$ cat src/rtl/cpu_pkg.sv
// Shared definitions for the dual-lane pipeline: widths, halt opcode and the
// forwarding-slot layout that decode unpacks.
package cpu_pkg;

  localparam int          XLEN    = 16;
  localparam int          NREG    = 8;
  localparam int          REG_W   = 3;
  localparam logic [3:0]  HALT_OP = 4'hF;

  typedef struct packed {
    logic [XLEN-1:0]  value;
    logic [REG_W-1:0] rd;
  } fwd_t;

  localparam fwd_t FWD_IDLE = '0;

endpackage

$ cat src/rtl/regfile_2w2r.sv
// Architectural register file: two write ports (port 1 wins on a shared
// address), two read ports that bypass same-cycle writes, r0 reads as zero.
module regfile_2w2r #(
  parameter int NREG  = 8,
  parameter int XLEN  = 16,
  parameter int REG_W = $clog2(NREG)
) (
  input  logic             clk,
  input  logic             i_reset,
  input  logic             i_we0,
  input  logic [REG_W-1:0] i_wa0,
  input  logic [XLEN-1:0]  i_wd0,
  input  logic             i_we1,
  input  logic [REG_W-1:0] i_wa1,
  input  logic [XLEN-1:0]  i_wd1,
  input  logic [REG_W-1:0] i_ra_a,
  input  logic [REG_W-1:0] i_ra_b,
  output logic [XLEN-1:0]  o_rd_a,
  output logic [XLEN-1:0]  o_rd_b
);

  logic [XLEN-1:0] r_mem [NREG];

  // NOTE: the array is cleared on reset because reset must leave every
  // architectural register at zero; this keeps it out of plain RAM macros.
  always_ff @(posedge clk) begin
    if (i_reset) begin
      for (int i = 0; i < NREG; i++) r_mem[i] <= '0;
    end else begin
      for (int i = 1; i < NREG; i++) begin
        if (i_we1 && i_wa1 == REG_W'(i))      r_mem[i] <= i_wd1;
        else if (i_we0 && i_wa0 == REG_W'(i)) r_mem[i] <= i_wd0;
      end
    end
  end

  assign o_rd_a = (i_ra_a == '0)                 ? '0    :
                  (i_we1 && i_wa1 == i_ra_a)     ? i_wd1 :
                  (i_we0 && i_wa0 == i_ra_a)     ? i_wd0 : r_mem[i_ra_a];

  assign o_rd_b = (i_ra_b == '0)                 ? '0    :
                  (i_we1 && i_wa1 == i_ra_b)     ? i_wd1 :
                  (i_we0 && i_wa0 == i_ra_b)     ? i_wd0 : r_mem[i_ra_b];

endmodule

$ cat src/rtl/writeback_unit.sv
// Writeback stage: commits up to two lane results per cycle, drives the
// registered forwarding slots, and tracks the sticky halt and retired count.
module writeback_unit
  import cpu_pkg::*;
#(
  parameter int         NREG    = cpu_pkg::NREG,
  parameter int         XLEN    = cpu_pkg::XLEN,
  parameter logic [3:0] HALT_OP = cpu_pkg::HALT_OP
) (
  input  logic                      clk,
  input  logic                      reset,
  input  logic                      l0_valid,
  input  logic                      l0_wen,
  input  logic [$clog2(NREG)-1:0]   l0_rd,
  input  logic [XLEN-1:0]           l0_value,
  input  logic [3:0]                l0_opcode,
  input  logic                      l1_valid,
  input  logic                      l1_wen,
  input  logic [$clog2(NREG)-1:0]   l1_rd,
  input  logic [XLEN-1:0]           l1_value,
  input  logic [3:0]                l1_opcode,
  input  logic [$clog2(NREG)-1:0]   rd_addr_a,
  input  logic [$clog2(NREG)-1:0]   rd_addr_b,
  output logic [XLEN-1:0]           rd_data_a,
  output logic [XLEN-1:0]           rd_data_b,
  output logic [$bits(fwd_t)-1:0]   rd_val1,
  output logic [$bits(fwd_t)-1:0]   rd_val2,
  output logic                      halted,
  output logic [XLEN-1:0]           retired
);

  localparam int RW = $clog2(NREG);

  logic            r_halted;
  logic [XLEN-1:0] r_retired;
  fwd_t            r_fwd0;
  fwd_t            r_fwd1;

  logic            w_commit0, w_commit1;
  logic            w_halt0, w_halt1;
  logic            w_we0, w_we1;
  logic [XLEN-1:0] w_inc;

  // Lane inputs are ignored while reset is asserted, and a halting lane 0
  // squashes the younger lane 1 in the same cycle.
  assign w_commit0 = l0_valid && !r_halted && !reset;
  assign w_halt0   = w_commit0 && (l0_opcode == HALT_OP);
  assign w_commit1 = l1_valid && !r_halted && !reset && !w_halt0;
  assign w_halt1   = w_commit1 && (l1_opcode == HALT_OP);

  assign w_we0 = w_commit0 && l0_wen && (l0_rd != '0);
  assign w_we1 = w_commit1 && l1_wen && (l1_rd != '0);
  assign w_inc = XLEN'(w_commit0) + XLEN'(w_commit1);

  regfile_2w2r #(
    .NREG  (NREG),
    .XLEN  (XLEN),
    .REG_W (RW)
  ) u_regfile (
    .clk     (clk),
    .i_reset (reset),
    .i_we0   (w_we0),
    .i_wa0   (l0_rd),
    .i_wd0   (l0_value),
    .i_we1   (w_we1),
    .i_wa1   (l1_rd),
    .i_wd1   (l1_value),
    .i_ra_a  (rd_addr_a),
    .i_ra_b  (rd_addr_b),
    .o_rd_a  (rd_data_a),
    .o_rd_b  (rd_data_b)
  );

  // NOTE: state updates use non-blocking assignments so every register
  // samples pre-edge values regardless of statement order.
  always_ff @(posedge clk) begin
    if (reset) begin
      r_halted  <= 1'b0;
      r_retired <= '0;
      r_fwd0    <= FWD_IDLE;
      r_fwd1    <= FWD_IDLE;
    end else begin
      r_halted  <= r_halted || w_halt0 || w_halt1;
      r_retired <= r_retired + w_inc;
      r_fwd0    <= w_we0 ? fwd_t'{value: l0_value, rd: l0_rd} : FWD_IDLE;
      r_fwd1    <= w_we1 ? fwd_t'{value: l1_value, rd: l1_rd} : FWD_IDLE;
    end
  end

  assign rd_val1 = r_fwd0;
  assign rd_val2 = r_fwd1;
  assign halted  = r_halted;
  assign retired = r_retired;

endmodule

$ cat config.mk
export PLATFORM = sky130hd
export DESIGN_NAME = writeback_unit
export DESIGN_NICKNAME = d
export VERILOG_FILES = /design/src/rtl/cpu_pkg.sv /design/src/rtl/regfile_2w2r.sv /design/src/rtl/writeback_unit.sv
export SDC_FILE = /design/constraint.sdc
export NUM_CORES = 1
export LEC_CHECK = 0
export ABC_AREA = 0
export CORE_ASPECT_RATIO = 0.75
export CORE_MARGIN = 8
export CORE_UTILIZATION = 45
export DETAILED_ROUTE_END_ITERATION = 6
export PLACE_DENSITY = 0.68
export SYNTH_ARGS = -nofsm -noshare
export SYNTH_HDL_FRONTEND = slang
export SYNTH_SLANG_ARGS = --single-unit
$ cat constraint.sdc
create_clock -name clk -period 3.7 [get_ports clk]
set_clock_uncertainty 0.05 [all_clocks]
set_input_delay 0.74 -clock clk [delete_from_list [all_inputs] [get_ports clk]]
set_output_delay 0.74 -clock clk [all_outputs]
set_load 0.01 [all_outputs]
# After elaboration in Yosys (flattened, before gate mapping)
# Memories as Yosys holds them, arrays and structs flattened.
# Index checks and enable logic that the tools add are counted.
# W data, S select, Z words.
[word_totals]
reg_bits = 55
ram_bits = 128
inputBits = 58
out_inout_bits = 87
wordCells = 156
n_memories = 1
[memory_table]
columns = ["memory", "words", "word_bits", "rd", "rd_ports_with_merged_regs", "wr", "line_no", "text"]
rows = [
  ["u_regfile.r_mem", 8, 16, 2, 0, 8, "regfile_2w2r.sv:22", "logic [XLEN-1:0] r_mem [NREG];"],
]
[classes]
n_addsub = 2
n_eq_ne = 20
muxes = 71
n_bitwise = 16
n_reduce_logical = 40
[ops]
columns = ["op", "count"]
rows = [
  ["$mux W16", 20],
  ["$mux W1", 51],
  ["$logic_and A1 B1 Y1", 29],
  ["$eq A3 B3 Y1 const B", 8],
  ["$add A16 B2 Y16", 1],
  ["$or A1 B1 Y1", 14],
  ["$eq A3 B2 Y1 const B", 4],
  ["$eq A3 B3 Y1", 4],
  ["$eq A4 B4 Y1 const B", 2],
  ["$eq A3 B1 Y1 const B", 2],
  ["$logic_not A3 Y1", 2],
  ["$reduce_bool A3 Y1", 2],
  ["$reduce_or A2 Y1", 2],
  ["$logic_not A1 Y1", 3],
  ["$add A1 B1 Y2", 1],
  ["$logic_or A1 B1 Y1", 2],
  ["$not A1 Y1", 2],
]

# Depth between registers and ports, before layout
[logic_depth]
ltp_word = 14
ltp_mapped = 10
depth_no_buf = 10

# Modules after synthesis
# A second synthesis with hierarchy kept.
[unflattened]
cells_unflattened = 898
hier_area_um2 = 9793.1
[modules_own_cells]
columns = ["module", "n_inst", "cells_each", "area_per_inst_um2", "seq_area_each_um2"]
rows = [
  ["regfile_2w2r", 1, 719, 7851.3, 3363.2],
  ["writeback_unit", 1, 179, 1941.9, 1101.1],
]

# Least setup slack after synthesis
# No wires, ideal clock.
[synth_timing]
kind = "input to output"
startpoint = "input l1_rd[0]"
endpoint = "output rd_data_b[10]"
t_arrival_ps = 2216
required_time_ps = 2910
slack_ps = 694
path_stages = 7
path_buffers = 3
path_cell_list = "clkbuf_1 xnor2_1 nand3_1 or3_1 clkbuf_2 buf_2 a31oi_1"
[synth_between]
elab_chain_len = 5
[synth_lines]
columns = ["element", "line_no", "text"]
rows = [
  ["start, declared", "writeback_unit.sv:19", "input logic [$clog2(NREG)-1:0] l1_rd,"],
  ["$reduce_bool A3 Y1", "writeback_unit.sv:52", "assign w_we1 = w_commit1 && l1_wen && (l1_rd != '0);"],
  ["$logic_and A1 B1 Y1", "writeback_unit.sv:52", ""],
  ["$logic_and A1 B1 Y1 (*)", "regfile_2w2r.sv:42", "(i_we1 && i_wa1 == i_ra_b) ? i_wd1 :"],
  ["$mux W16 (*)", "regfile_2w2r.sv:42", ""],
  ["$mux W16 (*)", "regfile_2w2r.sv:41", "assign o_rd_b = (i_ra_b == '0) ? '0 :"],
  ["end, declared", "writeback_unit.sv:25", "output logic [XLEN-1:0] rd_data_b,"],
]
# Every way passes the cells marked *; elsewhere a longest branch is shown, timed or not.

# Worst setup path in the final report
[layout_timing]
startpoint = "input l1_valid"
endpoint = "output rd_data_a[11]"
[layout_between]
elab_chain_len = 8
[layout_lines]
columns = ["element", "line_no", "text"]
rows = [
  ["start, declared", "writeback_unit.sv:17", "input logic l1_valid,"],
  ["$logic_and A1 B1 Y1 (3 in a row)", "writeback_unit.sv:48", "assign w_commit1 = l1_valid && !r_halted && !reset && !w_halt0;"],
  ["$logic_and A1 B1 Y1 (2 in a row)", "writeback_unit.sv:52", ""],
  ["$logic_and A1 B1 Y1", "regfile_2w2r.sv:38", "(i_we1 && i_wa1 == i_ra_a) ? i_wd1 :"],
  ["$mux W16", "regfile_2w2r.sv:38", ""],
  ["$mux W16", "regfile_2w2r.sv:37", "assign o_rd_a = (i_ra_a == '0) ? '0 :"],
  ["end, declared", "writeback_unit.sv:24", "output logic [XLEN-1:0] rd_data_a,"],
]
# Every way passes these cells.

==> qor.csv <==
metric;value;unit
H-tree depth;4;
vias after detailed routing;9230;
Pwr Density;371;mW/mm2
Final setup viols;0;
crit-path max cell delay;0.51;ns
maxcap violations;0;
Longest Clk Path Bufs;2;
GR Overflow Total;0;
worst hold slack;0.447;ns
Synth cell types;54;
fraction of layout cells with a size suffix above 1;21.1;%
Top Ports;145;
worst-margin pin slew;0.766;ns
wire length on met3;2830;um
first-pass GRT wire length;52900;um
CTS Hold Bufs;0;
kind of critical path;in2out;
vias in the first global route;9105;
Crit-path slowest cell;clkdlybuf4s50_1;
TritonCTS clock tree;built;
CP arrival;2.84;ns
Worst slew margin;48.9;%
die height;146;um
Fmax achieved;0.275;GHz
Mapped Area;0.0101;mm2
area grow syn2layout;30.0;%
Via density;6.12;
final number of hold-violating endpoints;0;
Net Count, Synth;1096;
# rows;47;
placement-stage cell area;0.0125;mm2
commonest non-fill, non-tap cell in the layout;edfxtp_1;
Hold Path Class;reg2reg;
CTS buffer count;17;
Final Power;4890;uW
Crit path top cell by count;buf_4;
Routed Wire Length;34300;um
synth top area cells;edfxtp_1 33%, dfxtp_1 11%, mux2i_1 7.9%;
Tmin final;3.63;ns
Critical Path Sink Type;output port;
Reg clk slew, reported paths;0.08;ns
Synth top area share;33.2;%
Ys Warns;0;
register bit total from synthesis;167;
Final Wtd Congestion;0.957;
worst path required time;2.91;ns
Highest Signal Layer;met4;
layout net count;1262;
worst vdd ir;0.266;mV
average wire per standard cell;22.7;um
# diodes;0;
crit path max fanout;7;
Port Buf Inserts;144;
CP Launch Type;primary input;
CORE AREA;0.0221;mm2
Clock Latency Late Sink;0.44;ns
Max Slew Vio Count;0;
largest net degree at the start of global routing;53;
status;finished, final reports clean;
final worst-path cycle share;98.2;%
hold path start;retired[15]$_SDFF_PP0_;
Starting DRT DRC Count;983;
die area;0.0276;mm2
chain of cells forming the critical path;clkdlybuf4s50_1 -> nor3b_4 -> o211ai_4 -> or3_1 -> buf_4 -> buf_4 -> a31oi_1 -> clkbuf_2;
RSZ-0062 raised after global routing;yes;
sequential share of the synthesized area;44.1;%
CTS Root Cell;clkbuf_16;
initial antenna violation count;0;
CP startpoint;l1_valid;
1st-pass router iterations;6;
Syn Area/Cell;9.77;um2
routed length on met2;15800;um
most frequent cells in the layout;112 x edfxtp_1, 109 x clkdlybuf4s50_1, 100 x nand2_1;
Post-route DRC;0;
Fillers;1930;
cell taking the most area after synthesis;edfxtp_1;
Mapped Cells;1036;
HPWL Detailed;24700;um
leakage;0.00470;uW
fin area;0.0132;mm2
die width;189;um
Post-synth EDFFs;112;
M1 WL;14900;um
Async S/R FF share, synth;0;%
starting density of the core;45.9;%
Reg-to-Reg Start;halted$_SDFF_PP0_;
ys flop type;edfxtp_1;
CTS Sinks;167;
gr usage total;24.4;%
Antenna Nets Post-Route;0;
[per-layer routing]
metal  track usage [%]  vias to the layer above
met2              38.5                      466
met3              5.58                       57
li1                  -                     4226
met4              8.11                        0
met1              32.4                     4481
met5                 0                        -
[cell type report]
| class | count | area (um2) | share of cell area (%) |
|---|---|---|---|
| Clock inverter | 14 | 148 | 1.12 |
| Clock buffer | 18 | 450 | 3.42 |
| Inverter | 24 | 90.1 | 0.685 |
| Timing Repair Buffer | 260 | 2420 | 18.4 |
| Multi-Input combinational cell | 732 | 5220 | 39.6 |
| Sequential cell | 167 | 4460 | 33.9 |
| Tap cell | 294 | 368 | 2.80 |
[cells in the mapped netlist, types with 5 or more instances]
master / number
a21oi_1: 7
a221o_1: 32
a22oi_1: 32
a31oi_1: 32
and2_1: 21
and3_1: 11
buf_1: 16
buf_2: 22
clkbuf_1: 66
clkbuf_2: 5
dfxtp_1: 55
edfxtp_1: 112
inv_1: 24
mux2_2: 54
mux2_4: 10
mux2i_1: 80
nand2_1: 100
nand3_1: 90
nand4_1: 6
nor2_1: 31
nor2b_1: 9
nor3_1: 18
nor4_1: 34
o211ai_1: 32
o21ai_0: 66
or3_1: 12
xnor2_1: 18
[path summary, 6_finish.rpt]
kind	depth (start not counted)	end	slack [ns]
setup / recovery	8	rd_data_a[11]	0.07
hold / removal	2	retired[15]$_SDFF_PP0_	0.45
setup reg to reg	12	retired[10]$_SDFF_PP0_	0.75
hold reg to reg	2	retired[15]$_SDFF_PP0_	0.45
[power breakdown]
group | total [uW] | leakage, uW | switching, uW | internal (uW)
combinational | 922 | 0.00287 | 508 | 413
sequential | 2150 | 0.00154 | 53.0 | 2090
clock | 1820 | 0.000296 | 875 | 943
total | 4890 | 0.00470 | 1440 | 3450
[sequential cells by signal (all words and copies together), names as in the netlist]
name / count
halted: 1
rd_val1: 19
rd_val2: 19
retired: 16
u_regfile.r_mem: 112
[timing repair]
item                                    CTS  global route
setup buffers                             1             1
gates resized for setup                  52            24
endpoints found under the setup margin   32            12
pin swaps                                 6             0
cloned                                    0             0
[worst max-delay path: cells and delay by family]
kind	cells	cell delay, ns
buf+inv	4	1.06
simple gates	2	0.65
compound gates	2	0.39
[cells by family after synthesis]
group	Yosys count	share of synthesized area, %
simple gates	354	18.1
compound gates	211	14.6
flops	167	44.1
mux	144	15.4
buf+inv	137	5.64
xor+xnor	21	1.82
fa+ha+maj	2	0.321
[stage by stage]
| step | setup WS (ns) | std cells | setup TNS (ns) | util (%) |
|---|---|---|---|---|
| 6_report | 0.0652 | 1509 | 0 | 59.7 |
| 5_1_grt | -0.0221 | 1509 | -0.0295 | 59.7 |
| 4_1_cts | 0.0166 | 1508 | 0 | 59.6 |
| 3_5_place_dp | -0.362 | 1475 | -6.11 | 56.6 |
| 3_3_place_gp | -0.315 | 1475 | -4.92 | 56.6 |
| 2_1_floorplan | 0.694 | 1036 | 0 | - |
Power figures use the tool's default switching activity.
